## src/rtl/spart_rx_if.sv

```systemverilog
// Receive-side bundle of the mini-spart UART: baud tick, serial line,
// bus acknowledge strobe and the received byte with its status flags.
interface spart_rx_if;
    logic       en;
    logic       RxD;
    logic       clr_rda;
    logic [7:0] data;
    logic       rda;
    logic       ferr;

    modport master (
        output en, RxD, clr_rda,
        input  data, rda, ferr
    );

    modport slave (
        input  en, RxD, clr_rda,
        output data, rda, ferr
    );
endinterface

```

## src/rtl/spart_rx.sv

```systemverilog
// 8N1 UART receiver with 16x oversampling on the shared baud tick.
// Define SPART_RX_FERR_EN to check the stop bit and raise a sticky ferr.
module spart_rx (
    input logic       clk,
    input logic       rst,
    spart_rx_if.slave bus
);
    typedef enum logic [1:0] {
        IDLE  = 2'd0,
        START = 2'd1,
        DATA  = 2'd2,
        STOP  = 2'd3
    } state_t;

    state_t     state, state_nxt;
    logic [3:0] tick, tick_nxt;
    logic [3:0] bit_cnt, bit_nxt;
    logic [7:0] sh, sh_nxt;
    logic       sync1, rx_s;
    logic       stop_tick;
    logic       load;
    logic [7:0] data_r;
    logic       rda_r;

    always_ff @(posedge clk) begin
        if (rst) begin
            sync1 <= 1'b1;
            rx_s  <= 1'b1;
        end else begin
            sync1 <= bus.RxD;
            rx_s  <= sync1;
        end
    end

    always_ff @(posedge clk) begin
        if (rst) begin
            state   <= IDLE;
            tick    <= 4'd0;
            bit_cnt <= 4'd0;
            sh      <= 8'h00;
        end else begin
            state   <= state_nxt;
            tick    <= tick_nxt;
            bit_cnt <= bit_nxt;
            sh      <= sh_nxt;
        end
    end

    always_comb begin
        state_nxt = state;
        tick_nxt  = tick;
        bit_nxt   = bit_cnt;
        sh_nxt    = sh;
        stop_tick = 1'b0;
        if (bus.en) begin
            unique case (state)
                IDLE: begin
                    if (!rx_s) begin
                        state_nxt = START;
                        tick_nxt  = 4'd0;
                    end
                end
                // Eight ticks after the falling edge lands on the bit midpoint.
                START: begin
                    if (tick == 4'd7) begin
                        tick_nxt  = 4'd0;
                        bit_nxt   = 4'd0;
                        state_nxt = rx_s ? IDLE : DATA;
                    end else begin
                        tick_nxt = tick + 4'd1;
                    end
                end
                DATA: begin
                    if (tick == 4'd15) begin
                        tick_nxt = 4'd0;
                        sh_nxt   = {rx_s, sh[7:1]};
                        bit_nxt  = bit_cnt + 4'd1;
                        if (bit_cnt == 4'd7)
                            state_nxt = STOP;
                    end else begin
                        tick_nxt = tick + 4'd1;
                    end
                end
                STOP: begin
                    if (tick == 4'd15) begin
                        tick_nxt  = 4'd0;
                        stop_tick = 1'b1;
                        state_nxt = IDLE;
                    end else begin
                        tick_nxt = tick + 4'd1;
                    end
                end
                default: state_nxt = IDLE;
            endcase
        end
    end

`ifdef SPART_RX_FERR_EN
    logic ferr_set;
    logic ferr_r;

    assign load     = stop_tick && rx_s;
    assign ferr_set = stop_tick && !rx_s;

    // A set in the same cycle as the acknowledge must not be lost.
    always_ff @(posedge clk) begin
        if (rst)
            ferr_r <= 1'b0;
        else if (ferr_set)
            ferr_r <= 1'b1;
        else if (bus.clr_rda)
            ferr_r <= 1'b0;
    end

    assign bus.ferr = ferr_r;
`else
    assign load     = stop_tick;
    assign bus.ferr = 1'b0;
`endif

    always_ff @(posedge clk) begin
        if (rst) begin
            data_r <= 8'h00;
            rda_r  <= 1'b0;
        end else if (load) begin
            data_r <= sh;
            rda_r  <= 1'b1;
        end else if (bus.clr_rda) begin
            rda_r <= 1'b0;
        end
    end

    assign bus.data = data_r;
    assign bus.rda  = rda_r;
endmodule

```

## src/flat_wrapper.sv

```systemverilog
// flat-port wrapper written by rule: the top's interface ports become plain ports
module spart_rx_flat 
  (clk, rst, bus_en, bus_RxD, bus_clr_rda, bus_data, bus_rda, bus_ferr);
  spart_rx_if bus_i ();
  input logic clk;
  input logic rst;
  input wire logic [$bits(bus_i.en)-1:0] bus_en;
  input wire logic [$bits(bus_i.RxD)-1:0] bus_RxD;
  input wire logic [$bits(bus_i.clr_rda)-1:0] bus_clr_rda;
  output wire logic [$bits(bus_i.data)-1:0] bus_data;
  output wire logic [$bits(bus_i.rda)-1:0] bus_rda;
  output wire logic [$bits(bus_i.ferr)-1:0] bus_ferr;
  assign bus_i.en = bus_en;
  assign bus_i.RxD = bus_RxD;
  assign bus_i.clr_rda = bus_clr_rda;
  assign bus_data = bus_i.data;
  assign bus_rda = bus_i.rda;
  assign bus_ferr = bus_i.ferr;
  spart_rx u_core (.clk(clk), .rst(rst), .bus(bus_i));
endmodule
```

## config.mk

```make
export PLATFORM = sky130hd
export DESIGN_NAME = spart_rx_flat
export DESIGN_NICKNAME = d
export VERILOG_FILES = /design/src/rtl/spart_rx_if.sv /design/src/rtl/spart_rx.sv /design/src/flat_wrapper.sv
export SDC_FILE = /design/constraint.sdc
export NUM_CORES = 1
export LEC_CHECK = 0
export ABC_AREA = 1
export CORE_ASPECT_RATIO = 0.7
export CORE_MARGIN = 2
export CORE_UTILIZATION = 54
export CTS_CLUSTER_DIAMETER = 40
export CTS_CLUSTER_SIZE = 28
export DETAILED_ROUTE_END_ITERATION = 6
export GPL_TIMING_DRIVEN = 0
export PLACE_DENSITY = 0.8
export SLEW_MARGIN = 20
export SYNTH_ARGS = -nofsm -noshare
export SYNTH_HDL_FRONTEND = slang
export SYNTH_SLANG_ARGS = --single-unit
```

## constraint.sdc

```tcl
create_clock -name clk -period 1.9 [get_ports clk]
set_clock_uncertainty 0.05 [all_clocks]
set_input_delay 0.19 -clock clk [delete_from_list [all_inputs] [get_ports clk]]
set_output_delay 0.19 -clock clk [all_outputs]
set_load 0.01 [all_outputs]
```

======== Word-level counts from Yosys, hierarchy flattened ========
Cells that the tools add are included.
storage, ports and cells
  bits of input ports ..................... 5
  word-level logic and storage cells ...... 48
  bits in registers ....................... 29
  output and inout port bits .............. 10
cells by class
  add/subtract/negate cells ............... 2
  equality and inequality tests ........... 11
  mux-type cells .......................... 19
  reductions and logical operators ........ 8
operators with widths
  kind                                                                     number
  4-bit 2-to-1 mux                                                         5
  2-bit 2-to-1 mux                                                         6
  4-bit case mux with 3 select lines                                       1
  4-bit by 1-bit adder with 4-bit output, second input constant            2
  4-bit by 3-bit == test with 1-bit output, second input constant          2
  2-bit by 1-bit inequality test with 1-bit output, second input constant  4
  2-bit case mux with 4 select lines                                       1
  4-bit case mux with 2 select lines                                       1
  6-bit AND reduction                                                      1
  1-bit 2-to-1 mux                                                         5
  2-bit == test, second input constant                                     2
  4-bit == test, second input constant                                     1
  4-bit AND reduction                                                      1
  2-bit nonzero test                                                       2
  3-bit AND reduction                                                      1
  2-bit by 1-bit == test with 1-bit output, second input constant          1
  2-bit zero test                                                          1
  2-bit inequality test, second input constant                             1
  2-bit AND reduction                                                      1
  2-bit OR reduction                                                       1

======== Depth between registers and ports, before layout ========
Gate-level depths: netlist of the first run.
  word-level depth ........................ 5
  depth in mapped cells ................... 10
  mapped depth without buffers ............ 9

======== Worst setup path before layout of the first run ========
No wires, ideal clock.
  path kind ............................... reg-to-reg
  start point ............................. register u_core.state[0]
  end point ............................... register u_core.state[0]
  setup time .............................. 117 ps
  cell stages (with the launch flop) ...... 10
  path slack .............................. 459 ps
  arrival time ............................ 1274 ps
  data required time ...................... 1733 ps
  cells stage by stage .................... dfxtp_1 inv_1 ha_1 buf_2 nand2_4 nand2_4 nor2_4 nand2_1 nor3_1 nor2_1
on the way
  longest elaborated chain between the ends .. 3
ends and longest elaborated chain
  item                                                                                                        RTL line        RTL
  from (decl)                                                                                                 spart_rx.sv:15  state_t state, state_nxt;
  from (signal assigned)                                                                                      spart_rx.sv:42  state <= state_nxt;
  2-bit == test, or another cell as far along                                                                 spart_rx.sv:56  unique case (state)
  2-bit by 1-bit inequality test with 1-bit output (no line) / 2-bit inequality test (equally long branches)  -
  6-bit AND reduction (no line)                                                                               -
Parallel ways exist; a longest one is shown, timed or not.
A chain may end at the register's enable or synchronous reset.

======== Worst setup path in the final report of the first run ========
  start point ............................. register u_core.state[0]
  end point ............................... register u_core.sh[2]
on the way
  longest elaborated chain between the ends .. 2
ends and longest elaborated chain
  item                           RTL line        RTL
  2-bit == test                  spart_rx.sv:56
  3-bit AND reduction (no line)  -
  to (signal assigned)           spart_rx.sv:45  sh <= sh_nxt;
  to (decl)                      spart_rx.sv:18  logic [7:0] sh, sh_nxt;
Every way passes these cells.

==> results of run 1 <==
worst max-delay path by stage:
stage	endpoint	depth (start not counted)	slack, ns	start
after global placement	u_core.sh[3]	8	0.30	u_core.state[0]
final	u_core.sh[2]	8	0.21	u_core.state[0]
after detailed placement	u_core.sh[2]	8	0.24	u_core.state[0]
after floorplan	u_core.state[0]	9	0.46	u_core.state[0]
after CTS	u_core.sh[2]	8	0.22	u_core.state[0]
after global routing	u_core.sh[5]	8	0.03	u_core.state[0]
registers in the layout, indices dropped and copies added, names as in the netlist, named ones only:
name,flops
u_core.bit_cnt,4
u_core.bus.data,8
u_core.bus.rda,1
u_core.rx_s,1
u_core.sh,8
u_core.state,1
u_core.sync1,1
u_core.tick,4
layer usage:
| layer | GRT usage [%] | wire length [µm] | up-vias | share of wire, % |
|---|---|---|---|---|
| li1 | - | - | 597 | - |
| met2 | 30.95 | 1114 | 27 | 43 |
| met1 | 24.50 | 1287 | 503 | 49 |
| met5 | 0 | 0 | - | 0 |
| met4 | 14.35 | 82 | 0 | 3.1 |
| met3 | 6.188 | 136 | 8 | 5.2 |
synth_stat cells, drive strengths merged:
master / n
nand2: 33
nor2: 41
o21ai: 17
a211oi: 1
conb: 1
dfxtp: 29
clkbuf: 1
inv: 17
nand3: 8
or2: 2
a21oi: 11
xor2: 3
ha: 7
buf: 3
nand4: 2
nor3: 1
final cells by class:
cell class / instances / share of cell area [%]
Buffer: 4 / 1.753
Clock buffer: 7 / 3.506
Timing Repair Buffer: 13 / 8.287
Tap cell: 34 / 2.709
Sequential cell: 29 / 36.97
Inverter: 17 / 4.064
Multi-Input combinational cell: 127 / 42.71
cells by family after synthesis:
family / after synthesis / share of synthesized area, %
adder cells (fa/ha/maj): 7 / 6.523
other: 1 / 0.2793
XOR/XNOR: 3 / 1.957
AND/OR/NAND/NOR: 87 / 30.19
AO/OA/AOI/OAI: 29 / 11.00
flip-flops: 29 / 43.24
buffers and inverters: 21 / 6.803
power breakdown:
| part | internal (W) | leakage (nW) | switching [W] | total, W |
|---|---|---|---|---|
| clock network | 0.000174 | 0.0314 | 0.000205 | 0.000379 |
| registers | 0.000611 | 0.234 | 0.00000370 | 0.000615 |
| logic | 0.0000287 | 0.424 | 0.0000466 | 0.0000752 |
| total | 0.000814 | 0.690 | 0.000255 | 0.00107 |
stage by stage:
stage               area [µm²]  power (W)  worst slack [ns]  utilization (%)  std cells
global route              1570   0.001112           0.03333            65.36        231
CTS                       1570   0.001081            0.2204            65.36        231
finish                    1570   0.001069            0.2087            65.36        231
detailed placement        1515  0.0007037            0.2382            63.07        224
global placement          1515  0.0007011            0.2986            63.07        224
floorplan                 1343  0.0006809            0.4592                -        177
critical path: stages, from the launching register on:
cell     delay (ns)
dfxtp_1        0.36
inv_1          0.13
ha_1           0.15
buf_2          0.20
nand2_1        0.12
nor2_4         0.22
inv_1          0.16
nor2_1         0.12
nor2_1         0.06
==> out/metrics.cfg, run 1 <==
[die]
std_cell_rows=15
dieArea_um2=2907
die_h_um=45.72
core_area_um2=2402
start_util_pct=55.89
pin_count=15
dieWidth_um=63.60

[detailed_routing]
drtIter0Drc=63
wire_per_inst_um=11.34
drt_wl_total_um=2620
antenna_left=0
vias=1135
route.detailed.drc=0
first_pass_iters=4
routed_via_density=4.913

[sta]
slew_viol_final=0
setup_viol=0
fin_tns_setup_ns=0
max_freq_mhz=591.3
hold_viol_final=0
final.min_clock_period_ns=1.691
rsz0062_at_grt=false
hold_ws_ns=0.3696
timing.final.crit_share_pct=89.01

[cts]
cts_tree=done
htreeDepth=2
postCtsSetupRepairBufs=0
ctsHoldBuffers=0
root_buffer=clkbuf_4
post_cts_resized=0
clkSinkCount=29
cts_buffers=5
clk_path_buf_depth=2
clk_latency_ns=0.34
clkTransAtPathRegs_ns=0.08

[hold_path]
holdPathEnd=u_core.sync1
min_path_cells=2
hold_path_class=primary input to flip-flop
hold_start=bus_RxD

[synth]
yosys_warnings=0
ys_seq_area_share_pct=43.24
synth.top_cell.area_share_pct=43.24
synth_cells=177
yosysTopAreaCell=dfxtp_1
synth-seq-cells=29
synth_fp_nets=189
syn_avg_cell_area_um2=7.585
yosys-top-cells-area=dfxtp_1 (43%), nor2_1 (10%), nand2_1 (8.7%)
yosysUniqueCellTypes=22
netlist_area_um2=1343

[setup_path]
crit_fanout=10
rr_endpoint=u_core.sh[2]
end_kind=flip-flop
reg2reg_slack_ns=0.21
crit_path_start_kind=flip-flop
crit_type=flip-flop to flip-flop
crit_required_ns=2.08
r2r_start=u_core.state[0]
r2r.worst_path.cells=8
crit_arrival_ns=1.88

[global_route]
grt_pass1_vias=987
grtUsageTotal_pct=20.08
grt_max_degree=11
grt_overflow=0
grt_pass1_wl_um=4257
grt_antenna_before_repair=0

[run]
maxCapViolCount=0

[place]
routabilityCongestion=0.7852
place_hpwl_um=1924
port_buffers=13

[layout]
nets=209
multi_input_area_um2=670.6
syn2layout_area_growth_pct=16.96
layout-drive-gt1-share_pct=9.645
final_common_cell=nor2_1
ff_latch_area_um2=580.6
n_fill_cell=209
final_cell_mix=nor2_1 (37), nand2_1 (31), dfxtp_1 (29), o21ai_0 (17), inv_1 (16)
num_antenna_cells=0

[power_and_ir_drop]
power_leakage_nw=0.6899
peakVddDrop_v=0.0005409
power_density_nw_per_um2=681.0

[status]
status=complete, no violations

(Power assumes the default switching activity.)
==> run 2, diff against run 1 <==
--- a/config.mk
+++ b/config.mk
@@ -14,7 +14,8 @@
 export DETAILED_ROUTE_END_ITERATION = 6
 export GPL_TIMING_DRIVEN = 0
 export PLACE_DENSITY = 0.8
-export SLEW_MARGIN = 20
+export SLEW_MARGIN = 10
 export SYNTH_ARGS = -nofsm -noshare
 export SYNTH_HDL_FRONTEND = slang
 export SYNTH_SLANG_ARGS = --single-unit
+export TNS_END_PERCENT = 100
==> results of run 2 <==
Final layout, timing and power as in run 1 (identical DEF).
==> run 3, diff against run 2 <==
--- a/config.mk
+++ b/config.mk
@@ -6,9 +6,11 @@
 export NUM_CORES = 1
 export LEC_CHECK = 0
 export ABC_AREA = 1
+export CELL_PAD_IN_SITES_DETAIL_PLACEMENT = 0
+export CELL_PAD_IN_SITES_GLOBAL_PLACEMENT = 1
 export CORE_ASPECT_RATIO = 0.7
 export CORE_MARGIN = 2
-export CORE_UTILIZATION = 54
+export CORE_UTILIZATION = 40
 export CTS_CLUSTER_DIAMETER = 40
 export CTS_CLUSTER_SIZE = 28
 export DETAILED_ROUTE_END_ITERATION = 6
==> run 3 against run 2 <==
Compared with the run above: maximum frequency hardly changed; register-to-register slack is essentially flat; final area grew 2.1%; combinational power about the same; utilization fell by 15 points; hold slack got worse by 0.013 ns; global-route usage fell by 2.8 points; critical path type unchanged; largest cell class unchanged; highest routed layer unchanged.
==> out/metrics.cfg, run 3 (synthesis gave the netlist of run 1 again) <==
[setup_path]
r2r_start=u_core.state[0]
crit_arrival_ns=1.82
crit_fanout=10
crit_path_start_kind=flip-flop
reg2reg_slack_ns=0.21
crit_type=flip-flop to flip-flop
end_kind=flip-flop
crit_required_ns=2.02
rr_endpoint=u_core.sh[6]
r2r.worst_path.cells=8

[hold_path]
min_path_cells=1
hold_start=u_core.sync1
holdPathEnd=u_core.rx_s
hold_path_class=flip-flop to flip-flop

[status]
status=complete, no violations

[detailed_routing]
drt_wl_total_um=2706
drtIter0Drc=96
routed_via_density=4.733
antenna_left=0
route.detailed.drc=0
first_pass_iters=4
wire_per_inst_um=11.47
vias=1117

[sta]
max_freq_mhz=591.2
slew_viol_final=0
hold_viol_final=0
final.min_clock_period_ns=1.691
setup_viol=0
timing.final.crit_share_pct=89.02
fin_tns_setup_ns=0
rsz0062_at_grt=false

[global_route]
grt_antenna_before_repair=0
grt_pass1_wl_um=4823
grt_pass1_vias=1056
grtUsageTotal_pct=17.27
grt_overflow=0
grt_max_degree=11

[run]
maxCapViolCount=0

[die]
pin_count=15
start_util_pct=42.36
die_h_um=52.47
dieArea_um2=3843
core_area_um2=3169
std_cell_rows=17
dieWidth_um=73.25

[layout]
syn2layout_area_growth_pct=19.39
final_cell_mix=nor2_1 (37), nand2_1 (31), dfxtp_1 (29), o21ai_0 (17), inv_1 (16)
num_antenna_cells=0
layout-drive-gt1-share_pct=10.10
instances_no_fill=236
finalCoreUtilization_pct=50.57
final_common_cell=nor2_1
nets=209

[cts]
htreeDepth=2
clk_path_buf_depth=2
ctsHoldBuffers=0
postCtsSetupRepairBufs=0
clkTransAtPathRegs_ns=0.06
clkSinkCount=29
clk_latency_ns=0.28
cts_tree=done
post_cts_resized=0
root_buffer=clkbuf_8
cts_buffers=5

[place]
routabilityCongestion=0.7532
port_buffers=13
place_hpwl_um=1944
dp.cells=228

[power_and_ir_drop]
power_density_nw_per_um2=735.4
power_leakage_nw=0.7035
peakVddDrop_v=0.0003362

[run 3: how the worst max path moves through the flow]
stage / start / endpoint / slack, ns / depth (start not counted)
after floorplan: u_core.state[0] / u_core.state[0] / 0.46 / 9
after global placement: u_core.state[0] / u_core.sh[6] / 0.25 / 8
after detailed placement: u_core.state[0] / u_core.sh[2] / 0.22 / 8
after CTS: u_core.state[0] / u_core.sh[2] / 0.21 / 8
after global routing: u_core.state[0] / u_core.sh[0] / 0.04 / 8
final: u_core.state[0] / u_core.sh[6] / 0.21 / 8
[run 3: through the flow]
stage	hold WS, ns	cell area (µm²)	setup slack, ns	power (W)
2_1_floorplan	0.2438	1343	0.4592	0.0006809
3_3_place_gp	0.3442	1520	0.2488	0.0007031
3_5_place_dp	0.3470	1520	0.2194	0.0007042
4_1_cts	0.3611	1603	0.2136	0.001199
5_1_grt	0.3751	1603	0.04098	0.001236
6_report	0.3562	1603	0.2086	0.001179
[run 3: where the power goes]
part	internal, W	switching [W]
sequential	0.000612	0.00000339
clock	0.000253	0.000235
combinational	0.0000286	0.0000466
total	0.000894	0.000285
[run 3: area by class of cell]
type	instances	area, µm²
plain buffers	4	27.53
clock buffers	6	72.57
clock inverters	2	10.01
fillers	302	1567
inverters	17	63.81
multi-input cells	127	670.6
flip-flops and latches	29	580.6
well taps	38	47.55
repair buffers	13	130.1
[run 3: routing by layer]
metal	track usage, %	wire length (µm)	vias up
met5	0	0	-
met3	6.923	131	4
met2	23.57	1029	20
met1	23.38	1492	498
met4	8.333	53	0
li1	-	-	595
[run 3: worst max-delay path, cell delays in order (launching register included)]
cell and delay (ns):
dfxtp_1 0.35, inv_1 0.13, ha_1 0.15, buf_2 0.22
nand2_1 0.12, nor2_4 0.21, inv_1 0.16, nor2_1 0.12
nor2_1 0.06
